[src/rtl/overflow_monitor.sv]
// overflow_monitor: registered add/sub with N/Z/C/V flags, mode-aware overflow, sticky/count and req/ack exception (counter only when OVF_COUNT_EN is defined)
module overflow_monitor #(
   parameter int WIDTH   = 32,
   parameter int COUNT_W = 8
) (
   input  logic               clk,
   input  logic               reset,
   input  logic               valid,
   input  logic               op_sub,
   input  logic               is_signed,
   input  logic [WIDTH-1:0]   a,
   input  logic [WIDTH-1:0]   b,
   input  logic               clear_sticky,
   input  logic               exc_ack,
   output logic [WIDTH-1:0]   result,
   output logic               out_valid,
   output logic               flag_n,
   output logic               flag_z,
   output logic               flag_c,
   output logic               flag_v,
   output logic               ovf_event,
   output logic               sticky_ovf,
   output logic               exc_miss,
   output logic [COUNT_W-1:0] ovf_count,
   output logic               exc_req
);
   typedef enum logic {IDLE, REQ} state_t;
   state_t state, state_nx;
   logic [WIDTH-1:0] bx;
   logic [WIDTH:0] sum;
   logic c, v, ovf, ev, miss;
   // adder, flags, overflow decision and next exception state
   always_comb begin
      bx = op_sub ? ~b : b;
      sum = {1'b0, a} + {1'b0, bx} + {{WIDTH{1'b0}}, op_sub};
      c = sum[WIDTH];
      v = (a[WIDTH-1] ^ bx[WIDTH-1] ^ sum[WIDTH-1]) ^ c;
      ovf = is_signed ? v : (op_sub ? ~c : c);
      ev = valid & ovf;
      miss = ev & (state == REQ) & ~exc_ack;
      state_nx = state;
      state_nx = ev ? REQ : (exc_ack ? IDLE : state);
   end
   // result and flags update only on valid operations
   always_ff @(posedge clk) begin
      if (reset) begin
         result <= '0;
         out_valid <= 1'b0;
         flag_n <= 1'b0;
         flag_z <= 1'b0;
         flag_c <= 1'b0;
         flag_v <= 1'b0;
         ovf_event <= 1'b0;
      end else begin
         out_valid <= valid;
         if (valid) begin
            result <= sum[WIDTH-1:0];
            flag_n <= sum[WIDTH-1];
            flag_z <= ~|sum[WIDTH-1:0];
            flag_c <= c;
            flag_v <= v;
            ovf_event <= ovf;
         end
      end
   end
   // sticky bits and exception state; a new event beats clear_sticky
   always_ff @(posedge clk) begin
      if (reset) begin
         state <= IDLE;
         sticky_ovf <= 1'b0;
         exc_miss <= 1'b0;
      end else begin
         state <= state_nx;
         sticky_ovf <= ev ? 1'b1 : (clear_sticky ? 1'b0 : sticky_ovf);
         exc_miss <= miss ? 1'b1 : (clear_sticky ? 1'b0 : exc_miss);
      end
   end
   assign exc_req = (state == REQ);
`ifdef OVF_COUNT_EN
   logic [COUNT_W-1:0] cnt;
   // saturating overflow counter; an event on a clearing edge restarts at 1
   always_ff @(posedge clk) begin
      if (reset) cnt <= '0;
      else if (ev) cnt <= clear_sticky ? COUNT_W'(1) : (&cnt ? cnt : cnt + COUNT_W'(1));
      else if (clear_sticky) cnt <= '0;
   end
   assign ovf_count = cnt;
`else
   assign ovf_count = '0;
`endif
endmodule

[config.mk]
export PLATFORM = sky130hd
export DESIGN_NAME = overflow_monitor
export DESIGN_NICKNAME = d
export VERILOG_FILES = /design/src/rtl/overflow_monitor.sv
export SDC_FILE = /design/constraint.sdc
export NUM_CORES = 1
export LEC_CHECK = 0
export ABC_AREA = 1
export CAP_MARGIN = 10
export CORE_MARGIN = 1.5
export CORE_UTILIZATION = 46
export CTS_BUF_LIST = sky130_fd_sc_hd__clkbuf_4 sky130_fd_sc_hd__clkbuf_8
export CTS_CLUSTER_SIZE = 8
export DETAILED_ROUTE_END_ITERATION = 8
export PLACE_DENSITY = 0.8
export SLEW_MARGIN = 20
export SYNTH_ARGS = -nofsm -noshare
export SYNTH_HDL_FRONTEND = slang
export SYNTH_SLANG_ARGS = --single-unit
[constraint.sdc]
create_clock -name clk -period 3 [get_ports clk]
set_input_delay 0.6 -clock clk [delete_from_list [all_inputs] [get_ports clk]]
set_output_delay 0.6 -clock clk [all_outputs]
set_load 0.05 [all_outputs]
# Word level (Yosys, flattened, before mapping)
# Index checks and enable logic that the tools add are counted.
[word_totals]
reg_bits = 41
output_inout_bits = 49
wordCells = 34
[classes]
n_addsub = 2
muxes = 8
bitwise_logic = 9
reduce_logical = 5
[ops]
columns = ["operator", "count"]
rows = [
  ["adder 32 x 32 -> 33 bit", 1],
  ["adder 33 x 1 -> 33 bit", 1],
  ["2-to-1 mux 32 bit", 1],
  ["inverter 32 bit", 1],
  ["OR reduction 32 bit", 1],
  ["2-to-1 mux 1 bit", 7],
  ["nonzero test 2 bit", 3],
  ["AND 1 bit", 3],
  ["XOR 1 bit", 3],
  ["inverter 1 bit", 2],
  ["logical NOT 1 bit", 1],
]

# Logic depth before layout (Yosys ltp)
[logic_depth]
ltp_word = 11
mapped_depth = 20
ltp_nobuf = 20

# Worst setup path after synthesis
# OpenSTA, ideal clock, no wires.
[synth_timing]
path_type = "input -> register"
startpoint = "in op_sub"
endpoint = "reg state, in the netlist exc_req"
setup_time_ps = 132
arrival_time_ps = 2745
path_slack_ps = 123
path_stages = 18
path_buffers = 2
cell_sequence = "buf_4 > clkbuf_1 > xor2_1 > ha_1 > nand2_1 > inv_1 > nand2_1 > nand2_1 > a21oi_1 > nor2_1 > nor2_1 > nand2_2 > inv_1 > nand2_1 > nand2_1 > nand2_2 > nand3_2 > a21oi_1"
[synth_via]
elab_chain_len = 8
elab_cells_between_ends = 12
classes_between = "2 x add/sub; 4 x mux; 5 x bitwise; 1 x reduce/logical"
[synth_lines]
columns = ["element", "line_no", "text"]
rows = [
  ["from (decl)", "9", "input logic op_sub,"],
  ["2-to-1 mux 32 bit", "34", "bx = op_sub ? ~b : b;"],
  ["adder 32 x 32 -> 33 bit", "35", "sum = {1'b0, a} + {1'b0, bx} + {{WIDTH{1'b0}}, op_sub};"],
  ["adder 33 x 1 -> 33 bit", "35", ""],
  ["XOR 1 bit / inverter 1 bit (equally long branches)", "37, 38", ""],
  ["XOR 1 bit / 2-to-1 mux 1 bit (equally long branches)", "37, 38", ""],
  ["2-to-1 mux 1 bit (*)", "38", "ovf = is_signed ? v : (op_sub ? ~c : c);"],
  ["AND 1 bit (*)", "39", "ev = valid & ovf;"],
  ["2-to-1 mux 1 bit / nonzero test 2 bit (equally long branches)", "--", ""],
  ["to (signal assigned)", "73", "state <= state_nx;"],
  ["to (decl)", "28", "state_t state, state_nx;"],
]
# Every way passes the cells marked *; elsewhere a longest branch is shown, timed or not.
# A chain may end at the register's enable or synchronous reset.

# Worst setup path after layout
[layout_timing]
startpoint = "in b[1]"
endpoint = "reg flag_z"
[layout_via]
elab_chain_len = 6
[layout_lines]
columns = ["element", "line_no", "text"]
rows = [
  ["from (decl)", "12", "input logic [WIDTH-1:0] b,"],
  ["inverter 32 bit", "34", ""],
  ["2-to-1 mux 32 bit (*)", "34", ""],
  ["adder 32 x 32 -> 33 bit (*)", "35", ""],
  ["adder 33 x 1 -> 33 bit (*)", "35", ""],
  ["OR reduction 32 bit (*)", "59", "flag_z <= ~|sum[WIDTH-1:0];"],
  ["logical NOT 1 bit (*)", "59", ""],
  ["to (signal assigned)", "59", ""],
  ["to (decl)", "18", "output logic flag_z,"],
]
# Marked as above.

==> flow_summary.json <==
{
  "status": "finished clean",
  "ir_drop_uv": 232,
  "crit_top_cell": "nand2_1",
  "finalHoldViolCount": 0,
  "gp_congestion": 0.911,
  "start_util_pct": 48.0,
  "r2r_cells": 4,
  "power_mw": 2.65,
  "io-pin-count": 120,
  "min_path_cells": 2,
  "tightestPinTransition_ns": 0.550,
  "timing.hold.ws_ns": 0.471,
  "cp_max_fo": 4,
  "cts_tree": "done",
  "p_leak_nw": 3.36,
  "cp_slowest_cell": "clkdlybuf4s50_1",
  "nNetsFinal": 1035,
  "max_stage_delay_ns": 0.45,
  "grt_start_max_net_pins": 35,
  "drive_gt1_share_pct": 11.8,
  "final_cell_area_um2": 6220,
  "vias": 5047,
  "dieArea_um2": 10300,
  "r2r-end": "exc_miss$_SDFFE_PP0P_",
  "clkTransAtPathRegs_ns": 0.07,
  "layout_common_cells": "236 x nand2_1, 141 x inv_1, 109 x clkdlybuf4s50_1",
  "fin_crit_ns": 2.80,
  "diodes": 0,
  "clk_path_buf_depth": 2,
  "clock_skew_ns": 0.0000479,
  "synth_warnings": 0,
  "vias_per_cell": 4.76,
  "drt-initial-drc-count": 209,
  "switching_share_pct": 44.8,
  "comb_power_share_pct": 59.8,
  "syn-cell-area_um2": 4470,
  "p_int_mw": 1.46,
  "wl_per_cell_um": 11.8,
  "hp-class": "register to register",
  "clkSinkCount": 40,
  "ys_seq_elements": 40,
  "max_clock_freq_mhz": 357,
  "critPathBufInv": 3,
  "post-route-period-util_pct": 93.2,
  "critPathKind": "primary input to register",
  "gr-total-overflow": 0,
  "p_per_area_nw_per_um2": 425,
  "drtAntennaViolNets": 0,
  "hpwl_mm": 10.6,
  "yosys.area.top_type": "nand2_1",
  "synthCells": 778,
  "arrival_ns": 3.03,
  "path_cells": "clkdlybuf4s50_1 -> xnor2_2 -> buf_4 -> fa_1 -> inv_2 -> nand3_2 -> nand2_2 -> nand2_1 -> nand2_2 -> nand2_1 -> nand2_1 -> nand2_1 -> nand2_1 -> nand3_1 -> nor2_1 -> nand3_1 -> nor2_1 -> nand3_1 -> a21oi_1",
  "crit_path_end_kind": "register",
  "max_slew_margin_pct": 63.2,
  "clk_root_buffer_cell": "clkbuf_8",
  "route.detailed.drc": 0,
  "clk_latency_ns": 0.29,
  "regToRegStartpoint": "exc_req$_SDFFE_PP0P_",
  "wl_mm": 12.6,
  "holdPathEnd": "flag_z$_SDFFE_PP0P_",
  "slew_violations": 0,
  "synth_cell_types": 34,
  "htree_levels": 2,
  "place_area_um2": 6030,
  "reg2reg_slack_ns": 2.15,
  "p_sw_mw": 1.19,
  "setup_viol": 0,
  "dr.pass1.iters": 5,
  "worstPathRequired_ns": 3.23,
  "cts_buffers": 5,
  "antenna_found_initial": 0,
  "pwr-share-seq_pct": 23.6,
  "cap_violations": 0,
  "die_w_um": 102,
  "area_growth_syn_to_layout_pct": 39.0,
  "syn_area_per_cell_um2": 5.75,
  "hold_path.startpoint": "flag_z$_SDFFE_PP0P_",
  "holdBufCountCts": 0,
  "coreArea_um2": 9330,
  "grt_pass1_wl_mm": 20.6,
  "port_buffers": 111,
  "rows": 35,
  "layout_commonest_cell": "nand2_1",
  "first_global_vias": 4635,
  "p_clk_share_pct": 16.6,
  "synth_top_area_share_pct": 20.2,
  "seq_area_frac_synth_pct": 17.9,
  "cp_top_family": "simple AND/OR/NAND/NOR gates",
  "cp-start-kind": "primary input",
  "grtUsageTotal_pct": 24.9,
  "die_h_um": 102,
  "synth.top_cells.by_area": "nand2_1 20%, dfxtp_1 18%, inv_1 12%"
}
## power by group through the flow
stage	Sequential [mW]	Combinational, mW	Clock [mW]
after global placement	0.634	1.53	0
final	0.624	1.58	0.439
after detailed placement	0.635	1.55	0
after CTS	0.623	1.55	0.443
after floorplan	0.828	0.792	0
after global routing	0.629	1.74	0.467
## kinds of logic after synthesis
logic type | Yosys count | synth area share [%]
DFF | 40 | 17.9
other | 1 | 0.0838
adders and majority gates | 33 | 9.40
xor gates and xnor gates | 40 | 8.00
AOI/OAI and AO/OA | 78 | 10.1
buffers and inverters | 171 | 15.2
and+or+nand+nor | 415 | 39.3
## metal layers
layer  GRT usage, %  part of all wire, %  wire (um)
met5              0                    0          0
met4           5.77                  1.8        231
met3           2.83                  4.0        506
met2           46.4                   50       6290
met1           30.5                   44       5530
## worst min-delay path: stages (launching register included)
cell and delay [ns]:
dfxtp_1 0.32, nand2_1 0.06, a21oi_1 0.05
## how the worst max path moves through the flow
stage / start / endpoint / slack [ns] / cells past startpoint
final: b[1] / flag_z$_SDFFE_PP0P_ / 0.20 / 19
after CTS: b[11] / exc_miss$_SDFFE_PP0P_ / 0.16 / 16
after global placement: b[18] / exc_req$_SDFFE_PP0P_ / -0.08 / 14
after floorplan: op_sub / exc_req$_SDFFE_PP0P_ / 0.12 / 18
after global routing: b[11] / flag_z$_SDFFE_PP0P_ / -0.02 / 18
after detailed placement: b[17] / exc_miss$_SDFFE_PP0P_ / -0.13 / 17
## through the flow
stage | util [%] | TNS, ns | instances | setup slack, ns
floorplan | - | 0 | 785 | 0.123
global route | 66.7 | -0.0180 | 1061 | -0.0180
finish | 66.7 | 0 | 1061 | 0.203
detailed placement | 64.7 | -0.676 | 1052 | -0.127
CTS | 65.9 | 0 | 1060 | 0.162
global placement | 64.7 | -0.375 | 1052 | -0.0776
## cell usage after synthesis (all sizes together)
master / number
a21o: 1
o31ai: 1
clkinv: 2
nor2: 94
inv: 145
nand2: 253
a21oi: 30
conb: 1
o21bai: 4
nand3b: 6
ha: 32
a31oi: 4
and2: 3
or2: 2
nand3: 42
o211ai: 13
nand4: 10
dfxtp: 40
clkbuf: 12
fa: 1
xor2: 35
o21ai: 25
nor3: 5
buf: 12
xnor2: 5
## final cells by class
cell class | instances | area [um2]
Clock buffer | 5 | 68.8
Timing Repair Buffer | 163 | 1510
Multi-Input combinational cell | 574 | 3080
Tap cell | 129 | 161
Sequential cell | 40 | 801
Inverter | 147 | 552
Fill cell | 883 | 3110
Clock inverter | 3 | 42.5
## flip-flops by register name, indices dropped and copies added, names as in the netlist
name        flops
exc_miss        1
exc_req         1
flag_c          1
flag_v          1
flag_z          1
out_valid       1
ovf_event       1
result         32
sticky_ovf      1
## repair_timing
action	in CTS	in global routing
buffers inserted	0	1
resized for setup	0	18
endpoints found under the setup margin	0	6
Power figures use the tool's default switching activity.
